File: config.mk
export PLATFORM = sky130hd
export DESIGN_NAME = recovery_transmitter
export DESIGN_NICKNAME = d
export VERILOG_FILES = /design/src/rtl/recovery_transmitter.sv
export SDC_FILE = /design/constraint.sdc
export NUM_CORES = 1
export LEC_CHECK = 0
export ABC_CLOCK_PERIOD_IN_PS = 2500
export CELL_PAD_IN_SITES_DETAIL_PLACEMENT = 1
export CELL_PAD_IN_SITES_GLOBAL_PLACEMENT = 1
export CORE_MARGIN = 2
export CORE_UTILIZATION = 43
export CTS_BUF_LIST = sky130_fd_sc_hd__clkbuf_8
export DETAILED_ROUTE_END_ITERATION = 6
export HOLD_SLACK_MARGIN = 0.08
export PLACE_DENSITY_LB_ADDON = 0.1
export SLEW_MARGIN = 0
export SYNTH_ARGS = -nofsm -noshare
export SYNTH_HDL_FRONTEND = slang
export SYNTH_SLANG_ARGS = --single-unit
File: constraint.sdc
create_clock -name clk_i -period 2.5 [get_ports clk_i]
set_input_delay 0.375 -clock clk_i [delete_from_list [all_inputs] [get_ports clk_i]]
set_output_delay 0.375 -clock clk_i [all_outputs]
set_load 0.05 [all_outputs]
File: src/rtl/recovery_transmitter.sv
// recovery_transmitter: sends a read response (len, data, CRC-8 PEC) over a byte TX handshake
module recovery_transmitter #(
  parameter int LenWidth  = 16,
  parameter int DataWidth = 32
) (
  input  logic                 clk_i,
  input  logic                 rst_ni,
  input  logic                 start_i,
  input  logic [LenWidth-1:0]  len_i,
  input  logic [7:0]           addr_i,
  input  logic                 abort_i,
  input  logic                 word_valid_i,
  output logic                 word_ready_o,
  input  logic [DataWidth-1:0] word_data_i,
  output logic                 tx_valid_o,
  input  logic                 tx_ready_i,
  output logic [7:0]           tx_data_o,
  output logic                 busy_o,
  output logic                 done_o
);
  typedef enum logic [2:0] {Idle, TxLenL, TxLenH, TxData, TxPec} state_e;
  state_e state_q, state_d;
  logic [LenWidth-1:0]  len_q, cnt_q;
  logic [DataWidth-1:0] buf_q;
  logic                 buf_valid_q;
  logic [1:0]           idx_q;
  logic [7:0]           pec_q;
  logic                 done_q;
  logic [15:0]          len16;
  logic [7:0]           buf_byte;
  logic                 hs, word_acc;

  function automatic logic [7:0] crc8(input logic [7:0] c, input logic [7:0] d);
    logic [7:0] r;
    r = c ^ d;
    for (int i = 0; i < 8; i++) r = r[7] ? ({r[6:0], 1'b0} ^ 8'h07) : {r[6:0], 1'b0};
    return r;
  endfunction

  assign len16        = 16'(len_q);
  assign buf_byte     = buf_q[{idx_q, 3'b000} +: 8];
  assign busy_o       = state_q != Idle;
  assign done_o       = done_q;
  assign word_ready_o = (state_q == TxData) & ~buf_valid_q;
  assign tx_valid_o   = (state_q == TxLenL) | (state_q == TxLenH) | (state_q == TxPec) |
                        ((state_q == TxData) & buf_valid_q);
  assign hs           = tx_valid_o & tx_ready_i;
  assign word_acc     = word_valid_i & word_ready_o;

  // Outgoing byte mux; idle drives zero
  always_comb begin
    tx_data_o = (state_q == TxLenL) ? len16[7:0] :
                (state_q == TxLenH) ? len16[15:8] :
                (state_q == TxData) ? buf_byte :
                (state_q == TxPec)  ? pec_q : 8'h00;
  end

  // Next-state logic; abort overrides any handshake outside Idle
  always_comb begin
    state_d = state_q;
    unique case (state_q)
      Idle:    state_d = start_i ? TxLenL : Idle;
      TxLenL:  state_d = hs ? TxLenH : TxLenL;
      TxLenH:  state_d = hs ? ((len_q != '0) ? TxData : TxPec) : TxLenH;
      TxData:  state_d = (hs && cnt_q == LenWidth'(1)) ? TxPec : TxData;
      TxPec:   state_d = hs ? Idle : TxPec;
      default: state_d = Idle;
    endcase
    if (abort_i && state_q != Idle) state_d = Idle;
  end

  // State register
  always_ff @(posedge clk_i or negedge rst_ni) begin
    if (!rst_ni) state_q <= Idle;
    else         state_q <= state_d;
  end

  // Length/counter, word buffer, PEC accumulation and done pulse
  always_ff @(posedge clk_i or negedge rst_ni) begin
    if (!rst_ni) begin
      len_q       <= '0;
      cnt_q       <= '0;
      buf_q       <= '0;
      buf_valid_q <= 1'b0;
      idx_q       <= 2'd0;
      pec_q       <= 8'h00;
      done_q      <= 1'b0;
    end else begin
      done_q <= 1'b0;
      if (state_q == Idle) begin
        if (start_i) begin
          len_q       <= len_i;
          cnt_q       <= len_i;
          pec_q       <= crc8(8'h00, addr_i);
          idx_q       <= 2'd0;
          buf_valid_q <= 1'b0;
        end
      end else if (abort_i) begin
        buf_valid_q <= 1'b0;
      end else begin
        if (hs && state_q != TxPec) pec_q <= crc8(pec_q, tx_data_o);
        if (hs && state_q == TxPec) done_q <= 1'b1;
        if (word_acc) begin
          buf_q       <= word_data_i;
          buf_valid_q <= 1'b1;
        end
        if (hs && state_q == TxData) begin
          cnt_q <= cnt_q - LenWidth'(1);
          idx_q <= idx_q + 2'd1;
          if (idx_q == 2'd3 || cnt_q == LenWidth'(1)) buf_valid_q <= 1'b0;
        end
      end
    end
  end
endmodule

# ---- After elaboration in Yosys (flattened, before gate mapping)
# Index checks and enable logic that the tools add are counted.
dict set report word_totals {
  regBits 79
  wordCells 111
}
dict set report classes {
  add_sub_neg 2
  n_eq_ne 9
  shifts 1
  muxes 49
  n_bitwise 27
  reduce_logical 15
}
# operator n
set ops {}
lappend ops {{two-way mux 16 bit} 4}
lappend ops {{two-way mux 8 bit} 8}
lappend ops {{two-way mux 3 bit} 21}
lappend ops {{NOT 3 bit} 16}
lappend ops {{indexed part select 32 x 6 -> 8 bit} 1}
lappend ops {{equality test 16 x 1 -> 1 bit, second input constant} 1}
lappend ops {{nonzero test 16 bit} 1}
lappend ops {{subtractor 16 x 1 -> 16 bit, second input constant} 1}
lappend ops {{case mux 3 bit (5 select lines)} 1}
lappend ops {{two-way mux 1 bit} 10}
lappend ops {{two-way mux 2 bit} 5}
lappend ops {{AND reduction 3 bit} 3}
lappend ops {{XOR 8 bit} 1}
lappend ops {{equality test 3 x 2 -> 1 bit, second input constant} 2}
lappend ops {{logical AND 1 bit} 5}
lappend ops {{bitwise AND 1 bit} 4}
lappend ops {{nonzero test 2 bit} 2}
lappend ops {{equality test 3 x 1 -> 1 bit, second input constant} 1}
lappend ops {{equality test 3 bit, second input constant} 1}
lappend ops {{zero test 3 bit} 1}
lappend ops {{inequality test 3 bit, second input constant} 1}
lappend ops {{NOT 1 bit} 3}
lappend ops {{bitwise OR 1 bit} 3}
lappend ops {{nonzero test 3 bit} 1}
lappend ops {{6 further kinds} 6}

# ---- Longest topological paths before layout
# Gate-level depths: netlist of run 1.
dict set report logic_depth {
  ltp_word 25
  mapped_depth 10
  depth_no_buf 8
}

# ---- Worst setup path after synthesis of run 1
# OpenSTA, ideal clock, no wires.
dict set report synth_path {
  kind {register to register}
  from {register state_q[0]}
  to {register pec_q[2]}
  arrival_ns 3.029
  t_required_ns 2.377
  setup_slack_ns -0.652
  path_stages_with_launch 9
  path_buffers 1
  synth_period_minus_slack_ns 3.152
  cell_sequence {dfrtp_1 buf_4 nor3b_2 a21oi_1 o21ai_0 xnor2_1 xnor2_2 xor2_1 o221a_1}
}
dict set report synth_via {
  elab_chain_len 14
  elab_cells_between_ends 33
}
# element line_no
set synth_lines {}
lappend synth_lines {{from (decl)} 22} ;# state_e state_q, state_d;
lappend synth_lines {{from (signal assigned)} 74} ;# if (!rst_ni) state_q <= Idle;
lappend synth_lines {{from (signal assigned)} 75} ;# else state_q <= state_d;
lappend synth_lines {{equality test 3 bit} 55} ;# (state_q == TxPec) ? pec_q : 8'h00;
lappend synth_lines {{two-way mux 8 bit} 55}
lappend synth_lines {{two-way mux 8 bit} 54} ;# (state_q == TxData) ? buf_byte :
lappend synth_lines {{two-way mux 8 bit} 53} ;# (state_q == TxLenH) ? len16[15:8] :
lappend synth_lines {{two-way mux 8 bit (*)} 52} ;# tx_data_o = (state_q == TxLenL) ? len16[7:0] :
lappend synth_lines {{via tx_data_o[0]} 17} ;# output logic [7:0] tx_data_o,
lappend synth_lines {{XOR 8 bit (*)} 35} ;# r = c ^ d;
lappend synth_lines {{NOT 3 bit (no line)} -}
lappend synth_lines {{two-way mux 3 bit (*)} 36} ;# for (int i = 0; i < 8; i++) r = r[7] ? ({r[6:0], 1'b0} ^ 8'h07) : {r[6:0], 1'b0};
lappend synth_lines {{NOT 3 bit (no line)} -}
lappend synth_lines {{two-way mux 3 bit (*) (2 in a row)} 36}
lappend synth_lines {{two-way mux 8 bit (*)} 101} ;# if (hs && state_q != TxPec) pec_q <= crc8(pec_q, tx_data_o);
lappend synth_lines {{two-way mux 8 bit (*)} 98} ;# end else if (abort_i) begin
lappend synth_lines {{two-way mux 8 bit (*)} 90} ;# if (state_q == Idle) begin
lappend synth_lines {{to (signal assigned)} 94} ;# pec_q <= crc8(8'h00, addr_i);
lappend synth_lines {{to (signal assigned)} 101}
lappend synth_lines {{to (decl)} 27} ;# logic [7:0] pec_q;
# Mark *: on every way through the listed nets, which the timed path passes. The rest lies on a longest branch. The select of a mux whose other input is x is not followed.
# A chain may end at the register's enable or synchronous reset.

# ---- Worst setup path in the final report of run 1
dict set report layout_path {
  from {register state_q[0]}
  to {output tx_data_o[1]}
}
dict set report layout_via {
  elab_chain_len 5
  elab_cells_between_ends 8
}
# element line_no
set layout_lines {}
lappend layout_lines {{equality test 3 bit} 55}
lappend layout_lines {{two-way mux 8 bit} 55}
lappend layout_lines {{two-way mux 8 bit} 54}
lappend layout_lines {{two-way mux 8 bit} 53}
lappend layout_lines {{two-way mux 8 bit (*)} 52}
lappend layout_lines {{to (decl)} 17}
# Mark *: on every way between the ends. The rest lies on a longest branch, timed or not.

==> summary.md, run 1 <==
The vertical die dimension works out to 108 µm. The setup path with the least slack is of type flop to primary output. Global routing finished with a remaining overflow of 0.

By area the synthesized netlist is led by dfrtp_1 43%, mux2_2 11%, o21ai_0 3.8%. After detailed routing, the average wire length per cell comes to 20.3 µm. The number of synthesized flops with an enable pin works out to 0.

In this run the static leakage power is 2.58 nW. The run gives 1 as the count of final setup violators. The final design utilization was 0.591; the DRC violation total after the first TritonRoute iteration was 166. The tools report the share of power burned in the clock network as 0.129. Walking the worst path, the cells encountered are buf_4 -> nor3b_1 -> buf_4 -> a22oi_1 -> o21ai_0 -> buf_12. Across the routed clock network, the largest skew measured is 12.0 ps. Setup repair after global routing could not meet its margin everywhere. 0 antenna diodes ended up in the layout.

The die covers 11600 µm². The detailed router placed 4025 vias in this run. The number of warning messages in the yosys log is 0, and the total routed wirelength is 14.2 mm.

Entering global routing, the biggest net connects 80 pins. The run gives 370 ps as the clock latency on the worst-skew pair. Counting cells, the worst reg-to-reg path comes to 11. The transition at the pin with the smallest max-transition slack is 1020 ps, and the via density per instance is 5.78. The fraction of post-synthesis cell area in the top cell type by area works out to 0.428.

The kind of cell with the highest combined delay along the critical path is buffers and inverters. The run gives 0.428 as the part of the Yosys area used for sequential elements. Of all nets on the critical path, the largest fanout is 15. Ranked by instance count, the synthesized netlist is headed by 79 x dfrtp_1, 47 x mux2_2, 40 x nor2_1. Final number of max-transition violations: 0. dfrtp_1 takes more of the synthesized area than any other cell. The relative slew slack is 0.320.

The checks that failed: negative setup slack. The post-placement cell count was 670; the final-report hold violation count was 0. The part of the total power dissipated in combinational logic was 0.587. For this run, the top clock speed supported by timing is 0.397 GHz. For this run, the slowest stage of the critical path takes 530 ps. The setup check on the worst reg-to-reg path leaves a slack of 40 ps. Measured along the x axis, the die boundary spans 108 µm.

The fraction of final layout cells with drive strength greater than 1 works out to 0.286. The tools report the final instance count without filler cells as 696. The sort of element at the end of the critical path is a primary output. Detailed placement finished with a half-perimeter wire length of 10.4 mm.

Max-cap check violation count: 0. The average cell area after synthesis was 10.1 µm². In this run, synthesis produced a sequential element count of 79.

The most numerous cell type found on the critical path is buf_4. Deepest level of the CTS H-tree: 3. STA classifies the critical path startpoint as a flop. For the total number of nets in the final design, the log shows 621.

The number of global-route vias before repair was 4254; the number of buffers and inverters on the critical path was 3. The number of I/O pins was 74. The first detailed-routing pass ran for 4 iterations.

The share of total power in sequential cells is 0.283, and the synthesis-to-layout area growth is 32.6%. The path type of the worst min-delay path is input port to asynchronous set/reset pin. Buffers inserted during clock tree synthesis total 9. The largest vdd supply drop was 856 µV; the arrival time of data at the critical path endpoint was 2150 ps.

At the end of routability-driven placement, the weighted congestion stood at 0.931. The tools report the reported net switching power as 3.61 mW. The flow ran to the end, but the final reports show violations. The number of buffers inserted by port buffering is 73, and the mapped cell area is 4620 µm². The residual DRC count is 0. The total power density per cell area came out at 1360 nW/µm². The internal portion of the total power is 4.75 mW. On the critical path, the stage with the largest delay is an instance of dfrtp_2.

The share of synthesized flip-flops with an asynchronous set or reset works out to 1.00. The buffer cell driving the clock tree root was clkbuf_8. Worst setup margin: -20.2 ps. The portion of the clock cycle consumed by the worst path in the final layout is 1.01, and the wire length of the first global-routing pass is 22.5 mm. The reg-to-reg critical path endpoint was pec_q[2]. Counting the fill cells in the layout gives 1153.

The most common cell in the synthesized netlist is dfrtp_1. The worst register-to-register path begins at state_q[1]. STA puts the critical path data required time at 2120 ps. For the count of mapped cells out of synthesis, the log shows 456.

The number of different library cells used by synthesis comes to 62. Summing all non-filler instances in the final layout gives an area of 6120 µm². TritonCTS built the clock tree. Clock tree synthesis found a total of 79 sinks.

The initial antenna violation count was 0. Primary flip-flop cell chosen by synthesis mapping: dfrtp_1. Number of buffers between clock root and the deepest sink: 2. The switching part of the total is 0.431, and the CTS clock-pin slew for the worst setup and hold paths is 80 ps.

The initial cell density of the core was 0.445. The total area inside the core boundary comes to 10400 µm². The worst path in the final design needs a cycle of 2520 ps, including I/O delays and setup.

Overall fraction of global-route tracks in use: 0.255. After floorplanning, the core was divided into 37 placement rows. The synthesized netlist net count was 521; the post-placement cell area was 5710 µm². The count of nets left with antenna violations once routing finished came out at 0.
==> power by group through the flow <==
| stage | sequential [mW] | clock [mW] | combinational [mW] |
|---|---|---|---|
| 6_report | 2.37 | 1.08 | 4.91 |
| 5_1_grt | 2.44 | 1.15 | 5.31 |
| 4_1_cts | 2.34 | 1.11 | 4.68 |
| 3_5_place_dp | 2.37 | 0 | 4.54 |
| 3_3_place_gp | 2.34 | 0 | 4.36 |
| 2_1_floorplan | 2.11 | 0 | 3.23 |
==> how the worst max path moves through the flow <==
stage	startpoint	to	slack (ps)	cells past startpoint
after global routing	state_q[0]	tx_data_o[1]	-130	6
after detailed placement	idx_q[1]	pec_q[2]	-70	8
after global placement	idx_q[1]	pec_q[2]	30	8
after CTS	idx_q[0]	tx_data_o[6]	4	6
final	state_q[0]	tx_data_o[1]	-20	6
after floorplan	state_q[0]	tx_data_o[2]	30	4
==> metal layers <==
layer  global-route usage  routed length [µm]  vias up
met5                    0                   0        -
met4               0.0897                 361        0
met3               0.0478                 581       26
met2                0.423                6920       93
met1                0.333                6290     2070
li1                     -                   -     1836
==> timing repair <==
action                                  in CTS  in global routing
setup buffers                                6                  5
endpoints found under the setup margin       8                 20
gates resized for setup                     12                 18
pin swaps                                    2                  8
hold buffers                                 0                  0
==> cells by family after synthesis <==
logic type / synth area share
xor gates and xnor gates: 0.0745
muxes: 0.161
AOI/OAI and AO/OA: 0.146
adders and majority gates: 0.00813
DFF: 0.428
buffers and inverters: 0.0414
and+or+nand+nor: 0.141
==> metrics by stage <==
stage          setup TNS [ps]  setup WS (ps)  power (mW)  hold WS (ps)
2_1_floorplan               0           32.1        5.34          79.4
3_3_place_gp                0           30.4        6.70           462
3_5_place_dp            -71.3          -71.3        6.91           463
4_1_cts                     0           3.75        8.13           220
5_1_grt                  -257           -125        8.90           253
6_report                -20.2          -20.2        8.36           182
==> state kept, by name (all words and copies together), names as in the netlist <==
signal       flops
done_o           1
buf_valid_q      1
idx_q            2
pec_q            8
state_q          3
len16           16
cnt_q           16
buf_q           32
==> cell usage in the layout, fill, tap and decap left out, types with 11 or more instances in the layout <==
master	instances
a21oi_1	32
buf_4	42
clkdlybuf4s50_1	61
dfrtp_1	74
inv_1	11
mux2_2	47
nand2_1	36
nor2_1	38
nor3_1	13
o21ai_0	32
xnor2_1	15
xor2_1	13
==> cell type report <==
type | instances | area [µm²] | share of cell area
multi-input combinational | 337 | 2540 | 0.414
sequential | 79 | 1980 | 0.324
timing repair buffer | 117 | 1170 | 0.191
tap | 136 | 170 | 0.0278
clock buffer | 10 | 138 | 0.0225
clock inverter | 5 | 81.3 | 0.0133
inverter | 12 | 45.0 | 0.00735
(Power assumes the default switching activity.)
==> run 2: changes to the inputs <==
--- a/config.mk
+++ b/config.mk
@@ -11,7 +11,10 @@
 export CORE_MARGIN = 2
 export CORE_UTILIZATION = 43
 export CTS_BUF_LIST = sky130_fd_sc_hd__clkbuf_8
+export CTS_CLUSTER_SIZE = 40
 export DETAILED_ROUTE_END_ITERATION = 6
+export GPL_ROUTABILITY_DRIVEN = 0
+export GPL_TIMING_DRIVEN = 1
 export HOLD_SLACK_MARGIN = 0.08
 export PLACE_DENSITY_LB_ADDON = 0.1
 export SLEW_MARGIN = 0
==> results of run 2 <==
No change in the layout: final DEF, timing and power equal those of run 1.
==> run 3: changes to the inputs <==
--- a/config.mk
+++ b/config.mk
@@ -14,7 +14,6 @@
 export CTS_CLUSTER_SIZE = 40
 export DETAILED_ROUTE_END_ITERATION = 6
 export GPL_ROUTABILITY_DRIVEN = 0
-export GPL_TIMING_DRIVEN = 1
 export HOLD_SLACK_MARGIN = 0.08
 export PLACE_DENSITY_LB_ADDON = 0.1
 export SLEW_MARGIN = 0
==> results of run 3 <==
No change in the layout: final DEF, timing and power equal those of run 1.
